File: config.mk
export PLATFORM = sky130hd
export DESIGN_NAME = tri_fetch
export DESIGN_NICKNAME = d
export VERILOG_FILES = /design/src/rtl/gfx_pkg.sv /design/src/rtl/tri_fetch_rd_valid_delay.sv /design/src/rtl/tri_fetch.sv
export SDC_FILE = /design/constraint.sdc
export NUM_CORES = 1
export LEC_CHECK = 0
export ABC_AREA = 0
export BUFFER_PORTS_ARGS = -buffer_cell sky130_fd_sc_hd__clkbuf_2
export CAP_MARGIN = 20
export CORE_ASPECT_RATIO = 0.6
export CORE_MARGIN = 1.5
export CORE_UTILIZATION = 42
export DETAILED_ROUTE_END_ITERATION = 8
export PLACE_DENSITY = 0.7
export RECOVER_POWER = 25
export SLEW_MARGIN = 15
export SYNTH_ARGS = -nofsm -noshare
export SYNTH_HDL_FRONTEND = slang
export SYNTH_HIERARCHICAL = 1
export SYNTH_SLANG_ARGS = --single-unit
export TNS_END_PERCENT = 5
File: constraint.sdc
create_clock -name clk_in -period 18.3 [get_ports clk_in]
set_input_delay 3.66 -clock clk_in [delete_from_list [all_inputs] [get_ports clk_in]]
set_output_delay 3.66 -clock clk_in [all_outputs]
set_load 0.02 [all_outputs]
File: src/rtl/gfx_pkg.sv
// Shared types for the triangle front end: vertex/triangle bundles at the
// default geometry, the triangle index type and the fetch FSM state encoding.
package gfx_pkg;

  localparam int GFX_P_WIDTH = 16;
  localparam int GFX_NUM_TRI = 2048;

  typedef logic [2:0][GFX_P_WIDTH-1:0] vertex_t;
  typedef vertex_t [2:0]               triangle_t;
  typedef logic [$clog2(GFX_NUM_TRI)-1:0] tri_id_t;

  typedef enum logic [2:0] {
    ST_IDLE,
    ST_FETCH,
    ST_WAIT,
    ST_HOLD,
    ST_DONE
  } state_t;

endpackage

File: src/rtl/tri_fetch_rd_valid_delay.sv
// LATENCY-stage 1-bit delay line that tracks which BRAM cycles return data.
// Asynchronous reset flushes any reads still in flight.
module rd_valid_delay #(
  parameter int LATENCY = 2
) (
  input  logic clk_i,
  input  logic rst_i,
  input  logic d_i,
  output logic q_o
);

  logic [LATENCY-1:0] stage_q;

  always_ff @(posedge clk_i or posedge rst_i) begin
    if (rst_i) begin
      stage_q <= '0;
    end else begin
      stage_q[0] <= d_i;
      for (int i = 1; i < LATENCY; i++) begin
        stage_q[i] <= stage_q[i-1];
      end
    end
  end

  assign q_o = stage_q[LATENCY-1];

endmodule

File: src/rtl/tri_fetch.sv
// Triangle fetch: walks triangle IDs for a frame, reads three vertex words per
// triangle from a fixed-latency BRAM and presents each bundle on valid/ready.
module tri_fetch
  import gfx_pkg::*;
#(
  parameter int P_WIDTH     = GFX_P_WIDTH,
  parameter int NUM_TRI     = GFX_NUM_TRI,
  parameter int MEM_LATENCY = 2,
  parameter int ADDR_WIDTH  = $clog2(3*NUM_TRI)
) (
  input  logic                          clk_in,
  input  logic                          rst_in,
  input  logic                          start_in,
  input  logic [$clog2(NUM_TRI):0]      tri_count_in,
  output logic [ADDR_WIDTH-1:0]         mem_addr_out,
  output logic                          mem_rd_en_out,
  input  logic [3*P_WIDTH-1:0]          mem_data_in,
  input  logic                          ready_in,
  output logic                          valid_out,
  output logic [$clog2(NUM_TRI)-1:0]    tri_id_out,
  output logic [2:0][2:0][P_WIDTH-1:0]  P_out,
  output logic                          last_tri_out,
  output logic                          busy_out,
  output logic                          frame_done_out
);

  localparam int TID_W = $clog2(NUM_TRI);
  localparam int CNT_W = TID_W + 1;

  state_t                         state_q, state_d;
  logic [CNT_W-1:0]               count_q, count_d;
  logic [TID_W-1:0]               tri_id_q, tri_id_d;
  logic [ADDR_WIDTH-1:0]          addr_q, addr_d;
  logic                           rd_en_q, rd_en_d;
  logic [1:0]                     issue_q, issue_d;
  logic [1:0]                     cap_q, cap_d;
  logic [2:0][2:0][P_WIDTH-1:0]   p_q, p_d;
  logic                           valid_q, valid_d;
  logic                           last_q, last_d;
  logic                           done_q, done_d;
  logic                           rd_dly;

  rd_valid_delay #(
    .LATENCY(MEM_LATENCY)
  ) u_rd_delay (
    .clk_i(clk_in),
    .rst_i(rst_in),
    .d_i  (rd_en_q),
    .q_o  (rd_dly)
  );

  always_ff @(posedge clk_in or posedge rst_in) begin
    if (rst_in) begin
      state_q  <= ST_IDLE;
      count_q  <= '0;
      tri_id_q <= '0;
      addr_q   <= '0;
      rd_en_q  <= 1'b0;
      issue_q  <= '0;
      cap_q    <= '0;
      p_q      <= '0;
      valid_q  <= 1'b0;
      last_q   <= 1'b0;
      done_q   <= 1'b0;
    end else begin
      state_q  <= state_d;
      count_q  <= count_d;
      tri_id_q <= tri_id_d;
      addr_q   <= addr_d;
      rd_en_q  <= rd_en_d;
      issue_q  <= issue_d;
      cap_q    <= cap_d;
      p_q      <= p_d;
      valid_q  <= valid_d;
      last_q   <= last_d;
      done_q   <= done_d;
    end
  end

  always_comb begin
    state_d  = state_q;
    count_d  = count_q;
    tri_id_d = tri_id_q;
    addr_d   = addr_q;
    rd_en_d  = rd_en_q;
    issue_d  = issue_q;
    cap_d    = cap_q;
    p_d      = p_q;
    valid_d  = valid_q;
    last_d   = last_q;
    done_d   = 1'b0;

    // Returning words may land while the last addresses are still being
    // issued (short latencies), so capture is independent of the FSM state.
    if (rd_dly) begin
      p_d[cap_q] = mem_data_in;
      cap_d      = (cap_q == 2'd2) ? 2'd0 : cap_q + 2'd1;
    end

    unique case (state_q)
      ST_IDLE: begin
        if (start_in) begin
          count_d  = (tri_count_in > CNT_W'(NUM_TRI)) ? CNT_W'(NUM_TRI) : tri_count_in;
          tri_id_d = '0;
          if (tri_count_in == '0) begin
            state_d = ST_DONE;
          end else begin
            state_d = ST_FETCH;
            addr_d  = '0;
            rd_en_d = 1'b1;
            issue_d = '0;
          end
        end
      end
      ST_FETCH: begin
        if (issue_q == 2'd2) begin
          rd_en_d = 1'b0;
          state_d = ST_WAIT;
        end else begin
          addr_d  = addr_q + ADDR_WIDTH'(1);
          issue_d = issue_q + 2'd1;
        end
      end
      ST_WAIT: begin
        if (rd_dly && cap_q == 2'd2) begin
          valid_d = 1'b1;
          last_d  = ((CNT_W'(tri_id_q) + CNT_W'(1)) == count_q);
          state_d = ST_HOLD;
        end
      end
      ST_HOLD: begin
        if (ready_in) begin
          valid_d = 1'b0;
          last_d  = 1'b0;
          if (last_q) begin
            state_d = ST_DONE;
          end else begin
            tri_id_d = tri_id_q + TID_W'(1);
            addr_d   = ADDR_WIDTH'((32'(tri_id_q) + 32'd1) * 32'd3);
            rd_en_d  = 1'b1;
            issue_d  = '0;
            state_d  = ST_FETCH;
          end
        end
      end
      ST_DONE: begin
        done_d  = 1'b1;
        state_d = ST_IDLE;
      end
      default: state_d = ST_IDLE;
    endcase
  end

  assign mem_addr_out   = addr_q;
  assign mem_rd_en_out  = rd_en_q;
  assign valid_out      = valid_q;
  assign tri_id_out     = tri_id_q;
  assign P_out          = p_q;
  assign last_tri_out   = last_q;
  assign busy_out       = (state_q != ST_IDLE);
  assign frame_done_out = done_q;

endmodule

==> results of run 1 <==
power groups by stage:
stage | combinational, µW | sequential [µW] | clock (µW)
after CTS | 947 | 747 | 384
after global routing | 1030 | 770 | 403
final | 954 | 747 | 374
after detailed placement | 944 | 751 | 0
after floorplan | 436 | 932 | 0
after global placement | 929 | 743 | 0
cells in the final DEF, fill, tap and decap left out, drive strengths merged, types with 5 or more instances in the layout:
| cell | instances |
|---|---|
| nor2 | 18 |
| inv | 24 |
| nor2b | 9 |
| dfrtp | 193 |
| a21o | 7 |
| nor3 | 13 |
| xor2 | 18 |
| a211oi | 5 |
| mux2 | 97 |
| xnor2 | 14 |
| nand2b | 8 |
| o31ai | 5 |
| ha | 13 |
| nand4 | 8 |
| nand3 | 17 |
| nor4 | 6 |
| a21oi | 16 |
| o21ai | 43 |
| nand2 | 183 |
| a22o | 6 |
| clkbuf | 262 |
registers in the layout (all words and copies together) (netlist names):
signal / count
P_out: 144
mem_addr_out: 13
count_q: 12
tri_id_out: 11
state_q: 3
cap_q: 2
issue_q: 2
u_rd_delay/stage_q: 2
frame_done_out: 1
last_tri_out: 1
mem_rd_en_out: 1
valid_out: 1
layer usage:
layer  track usage  vias to the layer above  share of wire
li1              -                     3240              -
met1         0.315                     3431           0.48
met2         0.310                      249           0.42
met3        0.0797                       15          0.092
met4        0.0439                        0         0.0091
met5             0                        -              0
through the flow:
stage / total power, µW / util / cell area [µm²]
global placement: 1670 / 0.503 / 10200
finish: 2080 / 0.529 / 10700
detailed placement: 1690 / 0.503 / 10200
global route: 2210 / 0.529 / 10700
CTS: 2080 / 0.532 / 10800
floorplan: 1370 / - / 8780
worst max-delay path by stage:
| stage | slack (ps) | startpoint | depth (start not counted) | endpoint |
|---|---|---|---|---|
| 2_1_floorplan | 9440 | rst_in | 1 | P_out[0] |
| 3_3_place_gp | 12710 | tri_count_in[1] | 8 | mem_addr_out[6] |
| 3_5_place_dp | 12660 | tri_count_in[2] | 9 | mem_addr_out[12] |
| 4_1_cts | 13070 | state_q[1] | 3 | busy_out |
| 5_1_grt | 12940 | tri_count_in[2] | 8 | mem_addr_out[6] |
| 6_report | 13050 | tri_count_in[2] | 8 | mem_addr_out[10] |
worst max-delay path, stage by stage:
cell	delay (ps)
clkbuf_2	90
nor4_1	270
nand3_1	240
o31ai_1	430
or4_1	480
nor3_1	110
o21ai_0	150
o21ai_0	100
logic make-up after synthesis:
logic type               after synthesis  share of synthesized area
flip-flops                           193                      0.550
multiplexers                          99                      0.127
adder cells (fa/ha/maj)               15                     0.0220
AO/OA/AOI/OAI                        115                     0.0860
AND/OR/NAND/NOR                      290                      0.150
XOR/XNOR                              32                     0.0336
buffers and inverters                 68                     0.0318
cell type report:
type	count	area share
sequential	193	0.452
tap	273	0.0319
timing repair buffer	242	0.108
multi-input combinational	551	0.344
inverter	22	0.00842
clock buffer	24	0.0460
clock inverter	8	0.00936
==> metrics.txt, run 1 <==
# TYPE chip_impl_metric gauge
chip_impl_metric{name="wl_per_cell",unit="µm"} 17.7
chip_impl_metric{name="design.final.nets",unit=""} 1105
chip_impl_metric{name="rr_worst_depth",unit=""} 11
chip_impl_metric{name="postCtsSetupBuffers",unit=""} 0
chip_impl_metric{name="path_clk_slew",unit="ps"} 70
chip_impl_metric{name="postSynthRegisterBits",unit=""} 193
chip_impl_metric{name="cts_hold_buf",unit=""} 0
chip_impl_metric{name="hold-path-cell-count",unit=""} 0
chip_impl_info{name="end_kind",value="register"} 1
chip_impl_metric{name="sequential_cell_area",unit="mm²"} 0.00483
chip_impl_metric{name="synth-async-reset-ratio",unit=""} 1.00
chip_impl_metric{name="design.core.area",unit="mm²"} 0.0202
chip_impl_metric{name="timing.max_cap.violations",unit=""} 2
chip_impl_metric{name="clock.fmax",unit="GHz"} 0.191
chip_impl_metric{name="power.switching_fraction",unit=""} 0.415
chip_impl_metric{name="dp_hpwl",unit="mm"} 16.6
chip_impl_metric{name="globalRouteTotalUtil",unit=""} 0.217
chip_impl_info{name="synth_top_flop_cell",value="dfrtp_1"} 1
chip_impl_metric{name="drive_above_1_share",unit=""} 0.319
chip_impl_metric{name="timing.critical_path.arrival",unit="ps"} 5540
chip_impl_metric{name="postRouteWirelength",unit="mm"} 23.3
chip_impl_metric{name="finalCritPeriodShare",unit=""} 0.287
chip_impl_info{name="netlist_top_cells_area",value="dfrtp_1, mux2_2, nand2_1, o21ai_0, ha_1"} 1
chip_impl_metric{name="synth_area",unit="mm²"} 0.00878
chip_impl_metric{name="comb_power_share",unit=""} 0.460
chip_impl_metric{name="reg2reg_setup_slack",unit="ps"} 13990
chip_impl_info{name="synth.largest_area_cell",value="dfrtp_1"} 1
chip_impl_metric{name="synth_largest_type_area_fraction",unit=""} 0.550
chip_impl_info{name="worstReg2RegStart",value="tri_id_out[0]"} 1
chip_impl_metric{name="cellInternalPower",unit="µW"} 1210
chip_impl_metric{name="totalNegativeSetupSlack",unit="ps"} 0
chip_impl_metric{name="power_density",unit="mW/mm²"} 194
chip_impl_metric{name="cts_resized",unit=""} 0
chip_impl_metric{name="hold-worst-slack",unit="ps"} 358
chip_impl_metric{name="grt_max_degree",unit=""} 120
chip_impl_metric{name="postSynthNetCount",unit=""} 890
chip_impl_metric{name="place_inst",unit=""} 1281
chip_impl_metric{name="power_leakage",unit="µW"} 0.00516
chip_impl_metric{name="area_growth",unit="%"} 21.9
chip_impl_info{name="cts_root_buffer",value="clkbuf_16"} 1
chip_impl_metric{name="num_antenna_cells",unit=""} 0
chip_impl_metric{name="first_iter_violations",unit=""} 489
chip_impl_metric{name="number_of_flops_mapped_to_enable_cells_by_yosys",unit=""} 0
chip_impl_metric{name="post-route-worst-setup-slack",unit="ps"} 13050
chip_impl_metric{name="cts.htree.levels",unit=""} 4
chip_impl_metric{name="place_worst_setup_slack",unit="ps"} 12660
chip_impl_metric{name="die_height",unit="µm"} 115
chip_impl_metric{name="crit_path_max_fanout",unit=""} 15
chip_impl_metric{name="detail-route-antenna-nets",unit=""} 0
chip_impl_metric{name="timing.final.hold_violations",unit=""} 0
chip_impl_metric{name="worst_ep_required",unit="ps"} 18600
chip_impl_metric{name="io_buffer_count",unit=""} 236
chip_impl_metric{name="instances_no_fill",unit=""} 1313
chip_impl_info{name="critPathKind",value="in2reg"} 1
chip_impl_metric{name="grt_first_pass_wirelength",unit="mm"} 36.6
chip_impl_metric{name="yosysUniqueCellTypes",unit=""} 64
chip_impl_info{name="holdCritPathClass",value="reg2reg"} 1
chip_impl_metric{name="worst_ir_drop_vdd",unit="mV"} 0.0996
chip_impl_metric{name="clock_power_share",unit=""} 0.180
chip_impl_metric{name="shortest_clock_period_the_worst_path_allows_after_layout",unit="ps"} 5250
chip_impl_metric{name="synthesis.yosys.warnings",unit=""} 6
chip_impl_metric{name="worstSkewPairLatency",unit="ps"} 430
chip_impl_info{name="startpoint_type_of_the_worst_setup_path",value="primary input"} 1
chip_impl_metric{name="ctsLongestPathBuffers",unit=""} 2
chip_impl_metric{name="timing_worst_slew_pin_value",unit="ps"} 3110
chip_impl_metric{name="drc_viols",unit=""} 0
chip_impl_metric{name="numCtsBuffers",unit=""} 17
chip_impl_info{name="rsz0062_at_grt",value="no"} 1
chip_impl_metric{name="drt-pass1-iter-count",unit=""} 5
chip_impl_metric{name="die_area",unit="mm²"} 0.0218
chip_impl_metric{name="netlist_instances",unit=""} 812
chip_impl_metric{name="routed-via-count",unit=""} 6935
chip_impl_metric{name="multi_input_comb_area",unit="mm²"} 0.00368
chip_impl_metric{name="initial_core_util",unit=""} 0.434
chip_impl_info{name="yosys.cell_count.top_type",value="dfrtp_1"} 1
chip_impl_metric{name="viasPerCell",unit=""} 5.28
chip_impl_metric{name="share_of_synthesized_area_occupied_by_flip_flops_and_latches",unit=""} 0.550
chip_impl_metric{name="grt_remaining_overflow",unit=""} 0
chip_impl_metric{name="placement_rows",unit=""} 40
chip_impl_info{name="endpoint_of_the_worst_register_to_register_path",value="mem_addr_out[12]"} 1
chip_impl_metric{name="via_count_of_the_first_global_routing_pass",unit=""} 6637
chip_impl_info{name="min-delay-start",value="u_rd_delay/stage_q[0]"} 1
chip_impl_metric{name="post_synth.cell_area_avg",unit="µm²"} 10.8
chip_impl_metric{name="clock_sinks",unit=""} 193
chip_impl_info{name="ys_top_cells_by_count",value="dfrtp_1, nand2_1, mux2_2"} 1
chip_impl_info{name="status",value="complete, but fails checks"} 1
chip_impl_metric{name="fin_skew",unit="ps"} 6.41
chip_impl_metric{name="slew-limit-headroom",unit=""} -1.08
chip_impl_metric{name="number_of_antenna_violations_at_the_first_check_in_global_routing",unit=""} 0
chip_impl_metric{name="chipWidth",unit="µm"} 190
chip_impl_info{name="tritoncts",value="yes"} 1
chip_impl_metric{name="finalSetupViolations",unit=""} 0
chip_impl_metric{name="slew_viol_final",unit=""} 100
chip_impl_info{name="timing.hold.worst_endpoint",value="u_rd_delay/stage_q[1]"} 1
chip_impl_metric{name="globalplace.congestion",unit=""} 0.862
chip_impl_metric{name="switching_power",unit="µW"} 862
chip_impl_info{name="failed_checks",value="capacitance limit, slew limit"} 1
chip_impl_metric{name="fillCellCount",unit=""} 1846
chip_impl_metric{name="power.sequential.fraction",unit=""} 0.360
chip_impl_metric{name="io_pins",unit=""} 237
Power figures use the tool's default switching activity.
==> inputs of run 2 (changes only) <==
--- a/config.mk
+++ b/config.mk
@@ -12,7 +12,7 @@
 export CORE_MARGIN = 1.5
 export CORE_UTILIZATION = 42
 export DETAILED_ROUTE_END_ITERATION = 8
-export PLACE_DENSITY = 0.7
+export PLACE_DENSITY = 0.73
 export RECOVER_POWER = 25
 export SLEW_MARGIN = 15
 export SYNTH_ARGS = -nofsm -noshare
==> constraint.sdc (replaced) <==
create_clock -name clk_in -period 4.6 [get_ports clk_in]
set_input_delay 0.92 -clock clk_in [delete_from_list [all_inputs] [get_ports clk_in]]
set_output_delay 0.92 -clock clk_in [all_outputs]
set_load 0.02 [all_outputs]
==> run 2 against run 1 <==
Effect of this change:
- the run still ends with capacitance limit, slew limit left
- total power grew to 3.9 times the previous value
- worst hold slack got worse by 23 ps
- combinational power increased to 3.9 times the previous value
- flip-flop and latch count stayed put
- critical path depth increased by 3
- sequential share of layout area down 0.12 points
- die area did not move
- cell area rose by 0.27%
- routed wire length fell by 0.52%
- clock power grew to 3.7 times the previous value
- setup slack got worse by 12000 ps
- critical endpoint is now mem_addr_out[12]
- largest cell class unchanged
- largest power group unchanged
==> metrics.txt, run 2 (synthesis results as in run 1) <==
# TYPE chip_impl_metric gauge
chip_impl_info{name="status",value="complete, but fails checks"} 1
chip_impl_info{name="failed_checks",value="capacitance limit, slew limit"} 1
chip_impl_info{name="mostFrequentLayoutCells",value="clkbuf_2, dfrtp_1, nand2_1"} 1
chip_impl_metric{name="critical_path_buf_inv_count",unit=""} 1
chip_impl_metric{name="finalInstanceArea",unit="mm²"} 0.0107
chip_impl_metric{name="num_antenna_cells",unit=""} 0
chip_impl_metric{name="power_leakage",unit="µW"} 0.00527
chip_impl_info{name="tritoncts",value="yes"} 1
chip_impl_metric{name="shortest_clock_period_the_worst_path_allows_after_layout",unit="ps"} 3870
chip_impl_metric{name="placement_rows",unit=""} 40
chip_impl_metric{name="worst_ep_required",unit="ps"} 4930
chip_impl_metric{name="wl_per_cell",unit="µm"} 17.6
chip_impl_metric{name="cts_resized",unit=""} 0
chip_impl_info{name="worstReg2RegStart",value="tri_id_out[0]"} 1
chip_impl_metric{name="post-route-worst-setup-slack",unit="ps"} 729
chip_impl_metric{name="place_worst_setup_slack",unit="ps"} 771
chip_impl_metric{name="number_of_antenna_violations_at_the_first_check_in_global_routing",unit=""} 0
chip_impl_metric{name="first_iter_violations",unit=""} 641
chip_impl_metric{name="fillCellCount",unit=""} 1820
chip_impl_metric{name="slew-limit-headroom",unit=""} -1.02
chip_impl_metric{name="ctsLongestPathBuffers",unit=""} 2
chip_impl_info{name="endpoint_of_the_worst_register_to_register_path",value="mem_addr_out[12]"} 1
chip_impl_metric{name="reg2reg_setup_slack",unit="ps"} 730
chip_impl_info{name="critPathKind",value="reg2reg"} 1
chip_impl_info{name="mostFrequentLayoutCell",value="clkbuf_2"} 1
chip_impl_metric{name="design.final.nets",unit=""} 1106
chip_impl_info{name="cp_slowest_cell",value="dfrtp_1"} 1
chip_impl_metric{name="die_area",unit="mm²"} 0.0218
chip_impl_info{name="startpoint_type_of_the_worst_setup_path",value="register"} 1
chip_impl_metric{name="io_pins",unit=""} 237
chip_impl_metric{name="worst_ir_drop_vdd",unit="mV"} 0.359
chip_impl_metric{name="fin_skew",unit="ps"} 19.0
chip_impl_info{name="rsz0062_at_grt",value="no"} 1
chip_impl_metric{name="finalSetupViolations",unit=""} 0
chip_impl_metric{name="cts_hold_buf",unit=""} 0
chip_impl_metric{name="power_density",unit="mW/mm²"} 753
chip_impl_metric{name="initial_core_util",unit=""} 0.434
chip_impl_info{name="end_kind",value="register"} 1
chip_impl_metric{name="slew_viol_final",unit=""} 56
chip_impl_metric{name="timing_worst_slew_pin_value",unit="ps"} 3020
chip_impl_metric{name="grt_remaining_overflow",unit=""} 0
chip_impl_metric{name="grt_max_degree",unit=""} 137
chip_impl_metric{name="drc_viols",unit=""} 0
chip_impl_metric{name="totalNegativeSetupSlack",unit="ps"} 0
chip_impl_metric{name="crit_path_max_fanout",unit=""} 16
chip_impl_metric{name="area_growth",unit="%"} 22.2
chip_impl_metric{name="rr_worst_depth",unit=""} 11
chip_impl_metric{name="io_buffer_count",unit=""} 236
chip_impl_metric{name="globalRouteTotalUtil",unit=""} 0.214
chip_impl_metric{name="postCtsSetupBuffers",unit=""} 0
chip_impl_metric{name="largest_register_ff_count",unit=""} 144
chip_impl_metric{name="routed-via-count",unit=""} 6934
chip_impl_metric{name="worstSkewPairLatency",unit="ps"} 440
chip_impl_metric{name="cts.htree.levels",unit=""} 4
chip_impl_metric{name="design.core.area",unit="mm²"} 0.0202
chip_impl_metric{name="finalCoreUtilization",unit=""} 0.530
chip_impl_metric{name="timing.final.hold_violations",unit=""} 0
chip_impl_metric{name="timing.critical_path.slowest_cell_delay",unit="ps"} 670
chip_impl_metric{name="grt_first_pass_wirelength",unit="mm"} 36.2
chip_impl_metric{name="numCtsBuffers",unit=""} 17
chip_impl_metric{name="path_clk_slew",unit="ps"} 80
chip_impl_info{name="holdCritPathClass",value="in2async"} 1
chip_impl_metric{name="detail-route-antenna-nets",unit=""} 0
chip_impl_info{name="kind_of_cell_with_the_highest_combined_delay_on_the_critical_path",value="simple AND/OR/NAND/NOR gates"} 1
chip_impl_metric{name="postRouteWirelength",unit="mm"} 23.1
chip_impl_metric{name="clock.fmax",unit="GHz"} 0.258
chip_impl_metric{name="chipWidth",unit="µm"} 190
chip_impl_metric{name="drive_above_1_share",unit=""} 0.365
chip_impl_metric{name="place_area",unit="mm²"} 0.0102
chip_impl_metric{name="viasPerCell",unit=""} 5.28
chip_impl_metric{name="timing.critical_path.arrival",unit="ps"} 4200
chip_impl_metric{name="drt-pass1-iter-count",unit=""} 5
chip_impl_metric{name="timing.max_cap.violations",unit=""} 1
chip_impl_metric{name="clock_sinks",unit=""} 193
chip_impl_metric{name="via_count_of_the_first_global_routing_pass",unit=""} 6568
chip_impl_metric{name="hold-worst-slack",unit="ps"} 335
chip_impl_info{name="cts_root_buffer",value="clkbuf_16"} 1
chip_impl_metric{name="die_height",unit="µm"} 115
chip_impl_metric{name="dp_hpwl",unit="mm"} 16.7
chip_impl_metric{name="globalplace.congestion",unit=""} 0.906
chip_impl_info{name="crit_path_cell_trace",value="ha_1, and3_1, nand3_1, xor2_1, inv_1, ha_1, and3_1, or4b_1, nand4_1, a311oi_1, a211o_1"} 1
chip_impl_metric{name="finalCritPeriodShare",unit=""} 0.842
==> run 2: changes by cell type in the layout (fill, tap and decap cells not counted), moves of 2 or more <==
cell        previous run  this run
clkbuf_1              54         5
clkbuf_2             187       235
clkinvlp_4             1         5
clkbuf_8               4         1
buf_12                 0         2
bufinv_16              2         0
clkinv_2               3         1
clkinv_4               0         2
==> run 2: final cells by class <==
| cell class | instances | area, µm² | area share |
|---|---|---|---|
| flip-flops and latches | 193 | 4830 | 0.450 |
| multi-input cells | 551 | 3680 | 0.343 |
| repair buffers | 243 | 1250 | 0.117 |
| clock buffers | 21 | 450 | 0.0420 |
| well taps | 273 | 342 | 0.0319 |
| clock inverters | 10 | 85.1 | 0.00793 |
| inverters | 22 | 83.8 | 0.00782 |
==> run 2: worst max-delay path by stage <==
stage / start / to / slack [ps] / depth (start not counted)
after floorplan: rst_in / P_out[0] / 1220 / 1
after global placement: tri_id_out[0] / mem_addr_out[12] / 920 / 11
after detailed placement: tri_id_out[0] / mem_addr_out[12] / 770 / 11
after CTS: tri_id_out[0] / mem_addr_out[12] / 770 / 11
after global routing: rst_in / mem_addr_out[4] / 470 / 3
final: tri_id_out[0] / mem_addr_out[12] / 730 / 11
==> run 2: power breakdown <==
group	switching (µW)	total [µW]	leakage, µW	internal [µW]
Combinational	2300	3750	0.00267	1450
Clock	658	1370	0.000245	710
Sequential	496	2960	0.00236	2460
Total	3460	8080	0.00527	4620
==> run 2: stage by stage <==
stage	instances	total power, µW
after floorplan	812	5440
after global placement	1281	6650
after detailed placement	1281	6730
after CTS	1312	8120
after global routing	1313	8580
final	1313	8080
==> run 2: metal layers <==
layer,vias up,part of all wire,track usage
met5,-,0,0
li1,3242,-,-
met1,3370,0.49,0.317
met3,20,0.093,0.0708
met2,302,0.41,0.301
met4,0,0.011,0.0540
==> inputs of run 3 (changes only) <==
==> constraint.sdc (replaced) <==
create_clock -name clk_in -period 3.5 [get_ports clk_in]
set_input_delay 0.7 -clock clk_in [delete_from_list [all_inputs] [get_ports clk_in]]
set_output_delay 0.7 -clock clk_in [all_outputs]
set_load 0.02 [all_outputs]
==> run 3 against run 2 <==
Effect of this change:
- the run still ends with capacitance limit, slew limit left
- worst hold slack got worse by 220 ps
- clock power rose by 48%
- total power rose by 35%
- sequential share of layout area fell by 0.79 points
- first-iteration DRC count fell by 38%
- clock skew fell by 6.7 ps
- combinational power rose by 33%
- setup slack got worse by 660 ps
- largest cell class unchanged
==> metrics.txt, run 3 (synthesis results as in run 1) <==
# TYPE chip_impl_metric gauge
chip_impl_metric{name="finalCritPeriodShare",unit=""} 0.981
chip_impl_metric{name="timing.final.hold_violations",unit=""} 0
chip_impl_metric{name="finalSetupViolations",unit=""} 0
chip_impl_metric{name="numCtsBuffers",unit=""} 17
chip_impl_metric{name="clock_sinks",unit=""} 193
chip_impl_info{name="failed_checks",value="capacitance limit, slew limit"} 1
chip_impl_metric{name="route.met2.wl",unit="mm"} 9.89
chip_impl_metric{name="design.core.area",unit="mm²"} 0.0202
chip_impl_metric{name="die_height",unit="µm"} 115
chip_impl_info{name="holdCritPathClass",value="in2async"} 1
chip_impl_metric{name="shortest_clock_period_the_worst_path_allows_after_layout",unit="ps"} 3430
chip_impl_metric{name="io_buffer_count",unit=""} 236
chip_impl_metric{name="placement_rows",unit=""} 40
chip_impl_info{name="status",value="complete, but fails checks"} 1
chip_impl_metric{name="worst_ir_drop_vdd",unit="mV"} 0.568
chip_impl_metric{name="path_clk_slew",unit="ps"} 70
chip_impl_info{name="endpoint_of_the_worst_register_to_register_path",value="mem_addr_out[12]"} 1
chip_impl_info{name="mostFrequentLayoutCell",value="clkbuf_2"} 1
chip_impl_info{name="uppermost_routed_layer",value="met4"} 1
chip_impl_metric{name="initial_core_util",unit=""} 0.434
chip_impl_metric{name="power_leakage",unit="µW"} 0.00540
chip_impl_info{name="crit_path_cell_trace",value="nand4_1, nor3_2, xnor2_1, inv_1, ha_1, and3_1, or4b_1, nand4_1, a311oi_1, a211o_1"} 1
chip_impl_metric{name="via_count_of_the_first_global_routing_pass",unit=""} 6691
chip_impl_metric{name="chipWidth",unit="µm"} 190
chip_impl_metric{name="slew-limit-headroom",unit=""} -0.245
chip_impl_metric{name="routed-via-count",unit=""} 6996
chip_impl_metric{name="place_worst_setup_slack",unit="ps"} 93.3
chip_impl_metric{name="timing.critical_path.arrival",unit="ps"} 3750
chip_impl_metric{name="timing.max_cap.violations",unit=""} 3
chip_impl_metric{name="drive_above_1_share",unit=""} 0.381
chip_impl_metric{name="grt_remaining_overflow",unit=""} 0
chip_impl_info{name="mostFrequentLayoutCells",value="clkbuf_2, dfrtp_1, nand2_1"} 1
chip_impl_metric{name="num_antenna_cells",unit=""} 0
chip_impl_info{name="cp_slowest_cell",value="dfrtp_1"} 1
chip_impl_metric{name="wl_per_cell",unit="µm"} 17.8
chip_impl_metric{name="largest_register_ff_count",unit=""} 144
chip_impl_metric{name="drt-pass1-iter-count",unit=""} 5
chip_impl_metric{name="viasPerCell",unit=""} 5.26
chip_impl_metric{name="cts_hold_buf",unit=""} 0
chip_impl_metric{name="number_of_antenna_violations_at_the_first_check_in_global_routing",unit=""} 0
chip_impl_metric{name="wl_met3",unit="mm"} 2.26
chip_impl_info{name="critPathKind",value="reg2reg"} 1
chip_impl_metric{name="globalplace.congestion",unit=""} 0.915
chip_impl_metric{name="totalNegativeSetupSlack",unit="ps"} 0
chip_impl_metric{name="rr_worst_depth",unit=""} 10
chip_impl_info{name="worstReg2RegStart",value="tri_id_out[3]"} 1
chip_impl_metric{name="post-route-worst-setup-slack",unit="ps"} 66.3
chip_impl_metric{name="slew_viol_final",unit=""} 184
chip_impl_info{name="end_kind",value="register"} 1
chip_impl_metric{name="grt_first_pass_wirelength",unit="mm"} 36.8
chip_impl_info{name="cts_root_buffer",value="clkbuf_16"} 1
chip_impl_metric{name="detail-route-antenna-nets",unit=""} 0
chip_impl_metric{name="design.final.nets",unit=""} 1121
chip_impl_metric{name="place_area",unit="mm²"} 0.0103
chip_impl_metric{name="area_growth",unit="%"} 24.4
chip_impl_metric{name="cts.htree.levels",unit=""} 4
chip_impl_metric{name="io_pins",unit=""} 237
chip_impl_metric{name="worst_ep_required",unit="ps"} 3820
chip_impl_metric{name="detail_route.wirelength.met1",unit="mm"} 11.2
chip_impl_metric{name="power_density",unit="mW/mm²"} 999
chip_impl_metric{name="dp_hpwl",unit="mm"} 17.1
chip_impl_metric{name="postRouteWirelength",unit="mm"} 23.6
chip_impl_metric{name="fin_skew",unit="ps"} 12.4
chip_impl_metric{name="first_iter_violations",unit=""} 397
chip_impl_metric{name="finalCoreUtilization",unit=""} 0.540
chip_impl_metric{name="ctsLongestPathBuffers",unit=""} 2
chip_impl_metric{name="grt_max_degree",unit=""} 119
chip_impl_metric{name="finalInstanceArea",unit="mm²"} 0.0109
chip_impl_info{name="crit_top_cell",value="nand4_1"} 1
chip_impl_metric{name="fillCellCount",unit=""} 1811
chip_impl_metric{name="crit_path_max_fanout",unit=""} 9
chip_impl_metric{name="globalRouteTotalUtil",unit=""} 0.219
chip_impl_metric{name="worstSkewPairLatency",unit="ps"} 430
chip_impl_metric{name="timing.critical_path.slowest_cell_delay",unit="ps"} 520
chip_impl_info{name="startpoint_type_of_the_worst_setup_path",value="register"} 1
chip_impl_metric{name="timing_worst_slew_pin_value",unit="ps"} 1870
chip_impl_metric{name="drc_viols",unit=""} 0
chip_impl_metric{name="post-layout-total-power",unit="µW"} 10900
chip_impl_info{name="tritoncts",value="yes"} 1
chip_impl_metric{name="reg2reg_setup_slack",unit="ps"} 70
chip_impl_metric{name="die_area",unit="mm²"} 0.0218
chip_impl_metric{name="clock.fmax",unit="GHz"} 0.291
[run 3: changes by cell type in the layout (fill, tap and decap cells not counted), sizes merged]
cell	before	now
clkinvlp	6	2
buf	6	19
inv	22	23
clkinv	4	6
bufinv	0	3
clkbuf	258	259
[run 3: where the power goes]
| group | total, µW | internal (µW) | switching (µW) |
|---|---|---|---|
| Clock | 2030 | 1170 | 864 |
| Sequential | 3870 | 3240 | 630 |
| Combinational | 5000 | 1940 | 3060 |
| Total | 10900 | 6340 | 4560 |
[run 3: layer usage]
metal,GRT usage,up-vias
met5,0,-
met2,0.308,278
met3,0.0742,20
met1,0.319,3424
li1,-,3274
met4,0.0619,0
[run 3: stage by stage]
stage | instances | hold slack (ps)
floorplan | 812 | 331
global placement | 1297 | 340
detailed placement | 1297 | 342
CTS | 1329 | 109
global route | 1329 | 119
finish | 1329 | 115
[run 3: layout make-up]
type / instances / area [µm²] / share of cell area
clock buffer: 20 / 457 / 0.0418
clock inverter: 12 / 155 / 0.0142
timing repair buffer: 258 / 1340 / 0.123
tap: 273 / 342 / 0.0313
multi-input combinational: 551 / 3710 / 0.340
sequential: 193 / 4830 / 0.443
inverter: 22 / 83.8 / 0.00768
[run 3: worst max path at each step]
stage                  startpoint                to  slack (ps)  depth (start not counted)
detailed placement  tri_id_out[0]  mem_addr_out[12]          90                         11
floorplan           tri_id_out[0]  mem_addr_out[11]         320                         12
global placement    tri_id_out[0]  mem_addr_out[12]         230                         11
global route        tri_id_out[3]  mem_addr_out[12]         -30                         10
CTS                 tri_id_out[0]  mem_addr_out[12]          70                         11
finish              tri_id_out[3]  mem_addr_out[12]          70                         10
[run 3: worst max-delay path: cells and delay by family (launching register included)]
family	cells	cell delay, ps
AOI/OAI and AO/OA	2	410
adders and majority gates	1	400
DFF	1	520
xor gates and xnor gates	1	260
buffers and inverters	1	190
and+or+nand+nor	5	1550
[run 3: what timing repair did]
action | in CTS | in global routing
setup buffers | 0 | 0
endpoints found under the hold margin | 0 | 0
endpoints found under the setup margin | 0 | 4
gates resized for setup | 0 | 4
